$ cat src/rtl/fetch_unit.sv
// Instruction fetch stage: PC register, single-outstanding imem requests,
// one-entry output register with valid/ready, and branch/jump redirects.
module fetch_unit #(
    parameter int unsigned       XLEN     = 32,
    parameter logic [XLEN-1:0]   RESET_PC = '0,
    parameter int unsigned       PC_STEP  = 4
) (
    input  logic            clk,
    input  logic            reset,
    output logic            imem_req,
    output logic [XLEN-1:0] imem_addr,
    input  logic            imem_gnt,
    input  logic            imem_rvalid,
    input  logic [XLEN-1:0] imem_rdata,
    output logic            instr_valid,
    input  logic            instr_ready,
    output logic [XLEN-1:0] instr_out,
    output logic [XLEN-1:0] pc_out,
    output logic [6:0]      opcode,
    output logic [2:0]      funct3,
    output logic [6:0]      funct7,
    input  logic            redirect_valid,
    input  logic [2:0]      branch_cond,
    input  logic            alu_zero,
    input  logic [XLEN-1:0] branch_target
);

    typedef enum logic [1:0] {IDLE, REQ, WAIT} state_t;

    state_t          state, state_next;
    logic [XLEN-1:0] pc;
    logic [XLEN-1:0] req_pc;
    logic            discard;
    logic            slot_free;
    logic            grant;
    logic            load;
    logic            taken;

    always_comb begin
        taken = 1'b0;
        if (redirect_valid) begin
            unique case (branch_cond)
                3'b000:  taken = alu_zero;
                3'b001:  taken = !alu_zero;
                3'b011:  taken = 1'b1;
                default: taken = 1'b0;
            endcase
        end
    end

    assign slot_free = !instr_valid || instr_ready;
    assign grant     = imem_req && imem_gnt;
    assign load      = (state == WAIT) && imem_rvalid && !discard;
    assign imem_addr = pc;

    always_comb begin
        state_next = state;
        imem_req   = 1'b0;
        unique case (state)
            IDLE: state_next = REQ;
            REQ: begin
                imem_req = slot_free;
                if (slot_free && imem_gnt) state_next = WAIT;
            end
            WAIT: if (imem_rvalid) state_next = REQ;
            default: state_next = IDLE;
        endcase
    end

    always_ff @(posedge clk) begin
        if (reset) begin
            state       <= IDLE;
            pc          <= RESET_PC;
            req_pc      <= '0;
            discard     <= 1'b0;
            instr_valid <= 1'b0;
            instr_out   <= '0;
            pc_out      <= '0;
        end else begin
            state <= state_next;
            if (grant) req_pc <= pc;

            // A redirect kills both the current output and any same-cycle load.
            if (taken) begin
                pc          <= {branch_target[XLEN-1:2], 2'b00};
                instr_valid <= 1'b0;
            end else if (load) begin
                instr_out   <= imem_rdata;
                pc_out      <= req_pc;
                instr_valid <= 1'b1;
                pc          <= req_pc + XLEN'(PC_STEP);
            end else if (instr_ready) begin
                instr_valid <= 1'b0;
            end

            // Only mark for discard when a response is still outstanding after this edge.
            if (taken && (((state == WAIT) && !imem_rvalid) || grant))
                discard <= 1'b1;
            else if ((state == WAIT) && imem_rvalid)
                discard <= 1'b0;
        end
    end

    assign opcode = instr_out[6:0];
    assign funct3 = instr_out[14:12];
    assign funct7 = instr_out[31:25];

endmodule

$ cat config.mk
export PLATFORM = sky130hd
export DESIGN_NAME = fetch_unit
export DESIGN_NICKNAME = d
export VERILOG_FILES = /design/src/rtl/fetch_unit.sv
export SDC_FILE = /design/constraint.sdc
export NUM_CORES = 1
export LEC_CHECK = 0
export CORE_ASPECT_RATIO = 1.1
export CORE_MARGIN = 5
export CORE_UTILIZATION = 31
export DETAILED_ROUTE_END_ITERATION = 10
export DONT_BUFFER_PORTS = 1
export MAX_ROUTING_LAYER = met4
export PLACE_DENSITY = 0.44
export SYNTH_ARGS = -nofsm -noshare
export SYNTH_HDL_FRONTEND = slang
export SYNTH_SLANG_ARGS = --single-unit
$ cat constraint.sdc
create_clock -name clk -period 3.8 [get_ports clk]
set_input_delay 0.38 -clock clk [delete_from_list [all_inputs] [get_ports clk]]
set_output_delay 0.38 -clock clk [all_outputs]
set_load 0.01 [all_outputs]
==> results of run 1 <==
registers in the layout (all words and copies together), names as in the netlist:
name / count
pc_out: 32
state: 2
instr_out: 32
discard: 1
req_pc: 32
imem_addr: 32
instr_valid: 1
metrics by stage:
stage,std cells,total power [mW]
6_report,940,3.12
2_1_floorplan,729,1.61
4_1_cts,940,3.18
3_5_place_dp,910,1.64
3_3_place_gp,910,1.64
5_1_grt,940,3.26
placed cells by master (no fill, tap or decap), drive strengths merged, types with 3 or more instances in the layout:
cell / count
a2111oi: 6
a211o: 5
a211oi: 11
a21oi: 132
a31o: 6
a31oi: 3
buf: 12
clkbuf: 21
clkinv: 4
clkinvlp: 5
dfxtp: 132
inv: 4
nand2: 228
nand2b: 3
nand3: 14
nand4: 12
nor2: 32
nor3: 5
nor4: 7
o211ai: 4
o21ai: 6
xnor2: 11
xor2: 17
layer usage:
layer | vias to the layer above | track usage
met1 | 2285 | 0.189
met5 | - | -
met2 | 132 | 0.274
met4 | 0 | 0.0415
li1 | 2362 | -
met3 | 12 | 0.0581
area by class of cell:
class                   count  area [sq um]  share of cell area
clock inverters             9          82.6              0.0130
repair buffers             12           103              0.0161
multi-input cells         518          2760               0.433
inverters                   5          18.8             0.00295
flip-flops and latches    132          2640               0.415
well taps                 243           304              0.0478
clock buffers              21           460              0.0723
logic make-up after synthesis:
family | count (synthesis) | share of synthesized area
compound gates | 177 | 0.178
simple gates | 312 | 0.248
xor+xnor | 28 | 0.0427
buf+inv | 79 | 0.0690
fa+ha+maj | 1 | 0.00218
flops | 132 | 0.460
path summary, 6_finish.rpt:
check,startpoint,endpoint,slack (ns),cells after the start
worst max-delay path,state[1],imem_addr[20],1.05,4
worst min-delay path,reset,imem_addr[6],0.03,1
worst max register to register,state[1],imem_addr[20],1.05,4
worst min register to register,req_pc[1],pc_out[1],0.47,2
power by group through the flow:
stage / registers, mW / logic [mW] / clock network (mW)
6_report: 1.47 / 0.141 / 1.51
2_1_floorplan: 1.48 / 0.130 / 0
3_3_place_gp: 1.50 / 0.139 / 0
4_1_cts: 1.47 / 0.144 / 1.57
5_1_grt: 1.47 / 0.160 / 1.62
3_5_place_dp: 1.50 / 0.144 / 0
worst max-delay path: cells and delay by family (launching register included):
family | cells | cell delay (ns)
flip-flops | 1 | 0.46
AND/OR/NAND/NOR | 2 | 1.53
AO/OA/AOI/OAI | 2 | 0.66
==> flow_metrics.py, run 1 <==
metrics = {
    "timing": {
        "fin_setup_tns_ns": 0,
        "worst_pin_slew_ns": 1.14,
        "drv_slew": 0,
        "period_share": 0.724,
        "fin_ws_ns": 1.05,
        "rsz0062_at_grt": "false",
        "setup_viol": 0,
        "fin_skew_ns": 0.00652,
        "fin_hold_ws_ns": 0.0345,
        "fin_crit_ns": 2.75,
        "hold_violations": 0,
        "fmaxAchievable_mhz": 364,
        "slew_headroom": 0.239,
    },
    "floorplan": {
        "dieArea_sq_um": 21400,
        "die_h_microns": 153,
        "fp.dieW_microns": 140,
        "start_util": 0.313,
        "rows": 52,
        "coreArea_sq_um": 18300,
        "ios": 189,
    },
    "synthesis": {
        "synth.avg_cell_area_sq_um": 7.88,
        "ys_seq_elements": 132,
        "synth_area_leaders": "dfxtp_1, nand2_1, a21oi_1",
        "synth.cell_area_sq_um": 5750,
        "yosysTopAreaCell": "dfxtp_1",
        "synth.most_common_cell": "nand2_1",
        "synth_enable_flop_cells": 0,
        "synth_top_area_frac": 0.460,
        "syn-num-nets": 804,
        "synthDistinctLibCells": 48,
        "synth_cells": 729,
        "seq_area_frac_synth": 0.460,
        "yosys-top-cells-count": "nand2_1, a21oi_1, dfxtp_1, clkbuf_1, nor2_1",
        "synth-warning-count": 0,
        "async_flop_share": 0,
        "synth_flop_cell": "dfxtp_1",
    },
    "clock_network": {
        "cts_hold_buf": 0,
        "cts_tree": "yes",
        "cts_max_level": 4,
        "clk_pin_slew_ns": 0.06,
        "cts_made_buffers": 17,
        "root_buffer": "clkbuf_16",
        "worstSkewPairLatency_ns": 0.41,
        "post_cts_buffers": 0,
        "ctsResizeCount": 0,
        "clock_path_buffers": 2,
        "numClockSinks": 132,
    },
    "critical_path": {
        "worst_path_max_delay_cell": "nor4bb_4",
        "critical_path_class": "reg2reg",
        "crit_path_cell_trace": "nor4bb_4 -> o21ai_4 -> or4_1 -> o211ai_1",
        "worstPathRequired_ns": 4.13,
        "crit_path_start_kind": "register",
        "crit_path_max_incr_delay_ns": 0.90,
        "cp_max_fo": 44,
        "endpoint_kind": "register",
        "worstPathArrival_ns": 3.08,
    },
    "route": {
        "wl_microns": 17200,
        "wl_met1_microns": 7170,
        "drt_first_pass_iters": 5,
        "drtIter0Drc": 331,
        "wl_met2_microns": 8620,
        "wl_met3_microns": 1210,
        "route.detailed.drc": 0,
        "routed-via-count": 4791,
        "postRouteAntennaNets": 0,
        "via_per_inst": 5.10,
        "wire_per_inst_microns": 18.3,
        "top_layer": "met4",
    },
    "finish": {
        "drive_gt1_frac": 0.0918,
        "finalNetCount": 761,
        "area_growth_pct": 10.8,
        "stdcell_area_sq_um": 6370,
        "n_antenna_cell": 0,
        "n_fill_cell": 1959,
        "utilization": 0.347,
    },
    "global_route": {
        "first_global_vias": 4834,
        "antenna_found_initial": 0,
        "grt_first_pass_wirelength_microns": 27300,
        "grt-ovfl-total": 0,
        "grt.total_usage": 0.164,
        "grt_max_degree": 131,
    },
    "power_and_ir_drop": {
        "netSwitchingFraction": 0.235,
        "p_int_mw": 2.39,
        "pwr-share-comb": 0.045,
        "power.switching_mw": 0.733,
        "pwr-share-seq": 0.470,
        "power-per-cell-area_nw_per_um2": 490,
        "leakage_nw": 1.97,
        "peakVddDrop_mv": 0.298,
        "clockPowerShare": 0.485,
    },
    "placed_design": {
        "dpl_worst_slack_ns": 0.996,
        "placed_cell_area_sq_um": 5820,
        "gp_congestion": 0.722,
        "hpwl_microns": 11700,
        "port_buffers": 0,
    },
    "run": {
        "cap_violations": 0,
    },
    "worst_hold_path": {
        "hold_class": "in2reg",
    },
    "outcome": {
        "status": "finished, final reports clean",
    },
}
Note: power is estimated with default switching activity, not from simulation.
==> run 2: changes to the inputs <==
--- a/config.mk
+++ b/config.mk
@@ -11,7 +11,7 @@
 export DETAILED_ROUTE_END_ITERATION = 10
 export DONT_BUFFER_PORTS = 1
 export MAX_ROUTING_LAYER = met4
-export PLACE_DENSITY = 0.44
+export PLACE_DENSITY = 0.45
 export SYNTH_ARGS = -nofsm -noshare
 export SYNTH_HDL_FRONTEND = slang
 export SYNTH_SLANG_ARGS = --single-unit
==> constraint.sdc (replaced) <==
create_clock -name clk -period 2.35 [get_ports clk]
set_input_delay 0.235 -clock clk [delete_from_list [all_inputs] [get_ports clk]]
set_output_delay 0.235 -clock clk [all_outputs]
set_load 0.01 [all_outputs]
==> flow_metrics.py, run 2 (same netlist as run 1, synthesis figures left out) <==
metrics = {
    "clock_network": {
        "cts_tree": "yes",
        "cts_made_buffers": 17,
        "clk_pin_slew_ns": 0.06,
        "root_buffer": "clkbuf_16",
        "cts_max_level": 4,
        "clock_path_buffers": 2,
        "numClockSinks": 132,
        "worstSkewPairLatency_ns": 0.43,
    },
    "route": {
        "drt_first_pass_iters": 4,
        "drtIter0Drc": 233,
        "postRouteAntennaNets": 0,
        "wire_per_inst_microns": 17.6,
        "wl_microns": 17800,
        "via_per_inst": 5.06,
        "routed-via-count": 5094,
        "route.detailed.drc": 0,
    },
    "finish": {
        "finalNetCount": 827,
        "n_fill_cell": 1876,
        "area_growth_pct": 22.8,
        "final_common_cell": "nand2_1",
        "n_antenna_cell": 0,
        "drive_gt1_frac": 0.0944,
        "most-common-layout-cells": "nand2_1, dfxtp_1, a21oi_1",
        "utilization": 0.385,
    },
    "placed_design": {
        "hpwl_microns": 11800,
        "gp_congestion": 0.758,
        "port_buffers": 0,
    },
    "power_and_ir_drop": {
        "clockPowerShare": 0.486,
        "p_int_mw": 4.05,
        "power.switching_mw": 1.23,
        "netSwitchingFraction": 0.233,
        "leakage_nw": 2.32,
        "pwr-share-comb": 0.065,
        "peakVddDrop_mv": 0.489,
        "pwr-share-seq": 0.449,
        "power-per-cell-area_nw_per_um2": 749,
    },
    "global_route": {
        "grt_first_pass_wirelength_microns": 27700,
        "antenna_found_initial": 0,
        "first_global_vias": 5062,
        "grt_max_degree": 114,
        "grt-ovfl-total": 0,
        "grt.total_usage": 0.169,
    },
    "critical_path": {
        "crit_path_start_kind": "register",
        "critical_path_class": "reg2reg",
        "rr_startpoint": "state[1]",
        "worstPathArrival_ns": 2.54,
        "timing.rr.end": "pc_out[7]",
        "reg2reg_depth": 6,
        "endpoint_kind": "register",
        "worstPathRequired_ns": 2.72,
        "cp_max_fo": 20,
        "ff2ff_setup_slack_ns": 0.18,
    },
    "timing": {
        "fin_setup_tns_ns": 0,
        "fin_crit_ns": 2.17,
        "slew_headroom": 0.554,
        "period_share": 0.922,
        "worst_pin_slew_ns": 0.665,
        "setup_viol": 0,
        "drv_slew": 0,
        "hold_violations": 0,
        "fin_skew_ns": 0.0147,
        "fmaxAchievable_mhz": 462,
        "rsz0062_at_grt": "false",
    },
    "floorplan": {
        "coreArea_sq_um": 18300,
        "rows": 52,
        "ios": 189,
        "start_util": 0.313,
        "fp.dieW_microns": 140,
        "dieArea_sq_um": 21400,
        "die_h_microns": 153,
    },
    "worst_hold_path": {
        "hold_path.startpoint": "branch_target[27]",
        "hold_class": "in2reg",
        "whs_path_depth": 2,
        "holdPathEnd": "imem_addr[27]",
    },
    "outcome": {
        "status": "finished, final reports clean",
    },
    "run": {
        "cap_violations": 0,
    },
}
==> run 2: cell types whose count changed in the layout (fill, tap and decap cells not counted), sizes merged <==
cell         delta
clkinv          -2
clkbuf          +6
dlygate4sd3    +56
buf            +10
clkinvlp        -4
==> run 2: cell type report <==
type	instances	area (sq um)	share of cell area
Inverter	5	18.8	0.00266
Multi-Input combinational cell	518	2760	0.391
Clock buffer	27	523	0.0741
Tap cell	243	304	0.0431
Clock inverter	3	42.5	0.00603
Sequential cell	132	2640	0.374
Timing Repair Buffer	78	771	0.109
==> run 2: per-stage QoR <==
| step | instance area, sq um | std cells | hold slack (ns) | worst slack, ns | power [mW] |
|---|---|---|---|---|---|
| 6_report | 7060 | 1006 | 0.0210 | 0.183 | 5.29 |
| 5_1_grt | 7060 | 1006 | 0.0261 | 0.0434 | 5.49 |
| 4_1_cts | 7060 | 1006 | 0.00501 | 0.163 | 5.35 |
| 3_5_place_dp | 5900 | 919 | 0.316 | 0.199 | 2.66 |
| 3_3_place_gp | 5900 | 919 | 0.317 | 0.294 | 2.65 |
| 2_1_floorplan | 5750 | 729 | 0.370 | 0.498 | 2.60 |
==> run 2: critical path, stage by stage (launching register included) <==
cell	delay (ns)
dfxtp_1	0.47
nand4bb_1	0.22
a21oi_4	0.46
buf_12	0.22
nand2_1	0.06
a21oi_1	0.13
dlygate4sd3_1	0.55
==> run 2: power groups by stage <==
stage | sequential, mW | clock, mW | combinational (mW)
2_1_floorplan | 2.39 | 0 | 0.210
3_3_place_gp | 2.42 | 0 | 0.233
3_5_place_dp | 2.42 | 0 | 0.238
4_1_cts | 2.37 | 2.63 | 0.348
5_1_grt | 2.38 | 2.73 | 0.380
6_report | 2.37 | 2.57 | 0.344
==> run 2: metal layers <==
layer / up-vias / share of wire / global-route usage / routed length, microns
met5: - / 0 / - / 0
met4: 0 / 0.022 / 0.0669 / 397
met3: 28 / 0.070 / 0.0571 / 1250
met2: 151 / 0.48 / 0.274 / 8580
met1: 2436 / 0.42 / 0.191 / 7530
li1: 2479 / - / - / -
==> run 2: repair_timing <==
action	4_1_cts	5_1_grt
gates resized for setup	0	0
endpoints found under the hold margin	129	0
setup buffers	0	0
hold buffers	57	0
==> run 2: worst max path at each step <==
stage                              start       endpoint  slack, ns  cells after the start
after CTS                       state[1]      pc_out[7]       0.16                      6
after global placement    branch_cond[1]     pc_out[23]       0.29                      6
after floorplan                req_pc[2]  imem_addr[20]       0.50                      6
after detailed placement  branch_cond[1]  instr_out[20]       0.20                      6
final                           state[1]      pc_out[7]       0.18                      6
after global routing            state[1]   imem_addr[3]       0.04                      6
==> run 3: changes to the inputs <==
--- a/config.mk
+++ b/config.mk
@@ -5,13 +5,15 @@
 export SDC_FILE = /design/constraint.sdc
 export NUM_CORES = 1
 export LEC_CHECK = 0
+export CELL_PAD_IN_SITES_DETAIL_PLACEMENT = 1
+export CELL_PAD_IN_SITES_GLOBAL_PLACEMENT = 1
 export CORE_ASPECT_RATIO = 1.1
 export CORE_MARGIN = 5
 export CORE_UTILIZATION = 31
 export DETAILED_ROUTE_END_ITERATION = 10
 export DONT_BUFFER_PORTS = 1
 export MAX_ROUTING_LAYER = met4
-export PLACE_DENSITY = 0.45
+export PLACE_DENSITY = 0.59
 export SYNTH_ARGS = -nofsm -noshare
 export SYNTH_HDL_FRONTEND = slang
 export SYNTH_SLANG_ARGS = --single-unit
==> flow_metrics.py, run 3 (same netlist as run 1, synthesis figures left out) <==
metrics = {
    "critical_path": {
        "cp_max_fo": 41,
        "crit_start": "state[1]",
        "crit_path_start_kind": "register",
        "worstPathRequired_ns": 2.71,
        "worstPathArrival_ns": 2.51,
        "endpoint_kind": "register",
        "rr_startpoint": "state[1]",
        "critical_path_class": "reg2reg",
    },
    "route": {
        "via_per_inst": 5.07,
        "postRouteAntennaNets": 0,
        "route.detailed.drc": 0,
        "wire_per_inst_microns": 18.8,
        "drtIter0Drc": 220,
        "wl_microns": 19000,
        "drt_first_pass_iters": 4,
        "routed-via-count": 5124,
    },
    "floorplan": {
        "fp.dieW_microns": 140,
        "die_h_microns": 153,
        "rows": 52,
        "dieArea_sq_um": 21400,
        "coreArea_sq_um": 18300,
        "ios": 189,
        "start_util": 0.313,
    },
    "global_route": {
        "grt_first_pass_wirelength_microns": 29900,
        "first_global_vias": 5460,
        "grt_max_degree": 114,
        "antenna_found_initial": 0,
        "grt-ovfl-total": 0,
        "grt_use_met2": 0.311,
        "grt_most_used_layer": "met2",
        "grtUsageMet3": 0.0540,
        "grtUsageMet1": 0.200,
        "grt.total_usage": 0.181,
    },
    "timing": {
        "slew_headroom": 0.646,
        "hold_violations": 0,
        "fmaxAchievable_mhz": 466,
        "period_share": 0.914,
        "fin_skew_ns": 0.0109,
        "setup_viol": 0,
        "drv_slew": 0,
        "rsz0062_at_grt": "false",
        "worst_pin_slew_ns": 0.530,
        "fin_crit_ns": 2.15,
        "fin_setup_tns_ns": 0,
    },
    "finish": {
        "n_fill_cell": 2204,
        "stdcell_count": 1011,
        "most-common-layout-cells": "nand2_1, dfxtp_1, a21oi_1",
        "finalNetCount": 829,
        "area_growth_pct": 23.1,
        "utilization": 0.386,
        "drive_gt1_frac": 0.0965,
        "final_common_cell": "nand2_1",
    },
    "power_and_ir_drop": {
        "peakVddDrop_mv": 0.498,
        "power-per-cell-area_nw_per_um2": 739,
        "leakage_nw": 2.33,
    },
    "clock_network": {
        "cts_made_buffers": 17,
        "clk_pin_slew_ns": 0.06,
        "numClockSinks": 132,
        "clock_path_buffers": 2,
        "root_buffer": "clkbuf_16",
        "cts_tree": "yes",
        "cts_max_level": 4,
        "worstSkewPairLatency_ns": 0.42,
    },
    "worst_hold_path": {
        "hold_path.startpoint": "branch_target[30]",
        "hold_class": "in2reg",
    },
    "placed_design": {
        "port_buffers": 0,
        "hpwl_microns": 12500,
        "gp_congestion": 0.753,
        "dp.cells": 918,
    },
    "outcome": {
        "status": "finished, final reports clean",
    },
    "run": {
        "cap_violations": 0,
    },
}
run 3: changes by cell type in the layout (fill, tap and decap cells not counted):
cell,previous run,this run
clkinv_2,1,5
clkinvlp_4,1,2
clkbuf_8,6,3
buf_4,19,18
dlygate4sd3_1,56,59
diode_2,0,1
clkbuf_1,4,3
clkinv_4,0,1
run 3: report_power, final:
group          leakage [nW]  internal [mW]  total, mW  switching [mW]
registers              1.07           2.29       2.37          0.0813
logic                 0.985          0.149      0.348           0.199
clock network         0.273           1.53       2.51           0.980
run 3: path summary, 6_finish.rpt:
path	cells after the start	endpoint	slack, ns
worst min register to register	2	pc_out[1]	0.47
worst min-delay path	2	imem_addr[30]	0.03
worst max register to register	6	instr_out[29]	0.20
worst max-delay path	6	instr_out[29]	0.20
run 3: repair_timing:
| item | 4_1_cts | 5_1_grt |
|---|---|---|
| resized for setup | 0 | 0 |
| setup buffers | 0 | 0 |
| hold buffers | 60 | 0 |
| endpoints found under the setup margin | 0 | 0 |
| endpoints found under the hold margin | 129 | 0 |
run 3: per-layer routing:
| metal | part of all wire | routed length, microns |
|---|---|---|
| met5 | 0 | 0 |
| met4 | 0.017 | 320 |
| met3 | 0.068 | 1300 |
| met2 | 0.51 | 9760 |
| met1 | 0.40 | 7660 |
run 3: cell type report:
cell class                      instances  area, sq um  area share
Tap cell                              243          304      0.0430
Timing Repair Buffer                   80          793       0.112
Clock buffer                           23          478      0.0676
Antenna cell                            1         2.50    0.000354
Inverter                                5         18.8     0.00265
Multi-Input combinational cell        518         2760       0.390
Clock inverter                          9         78.8      0.0111
Sequential cell                       132         2640       0.374
run 3: per-stage QoR:
| step | setup WS, ns | hold WS, ns | instance area (sq um) | power [mW] |
|---|---|---|---|---|
| after floorplan | 0.498 | 0.370 | 5750 | 2.60 |
| after global placement | 0.376 | 0.319 | 5900 | 2.65 |
| final | 0.203 | 0.0342 | 7070 | 5.23 |
| after detailed placement | 0.304 | 0.321 | 5900 | 2.67 |
| after global routing | 0.0277 | 0.0303 | 7070 | 5.45 |
| after CTS | 0.188 | 0.0109 | 7070 | 5.31 |
run 3: critical path: stages (launching register included):
cell and delay (ns):
dfxtp_1 0.47, nand4bb_1 0.22, a21oi_4 0.16, buf_4 0.40, nand2_1 0.12, a21oi_1 0.14
dlygate4sd3_1 0.56
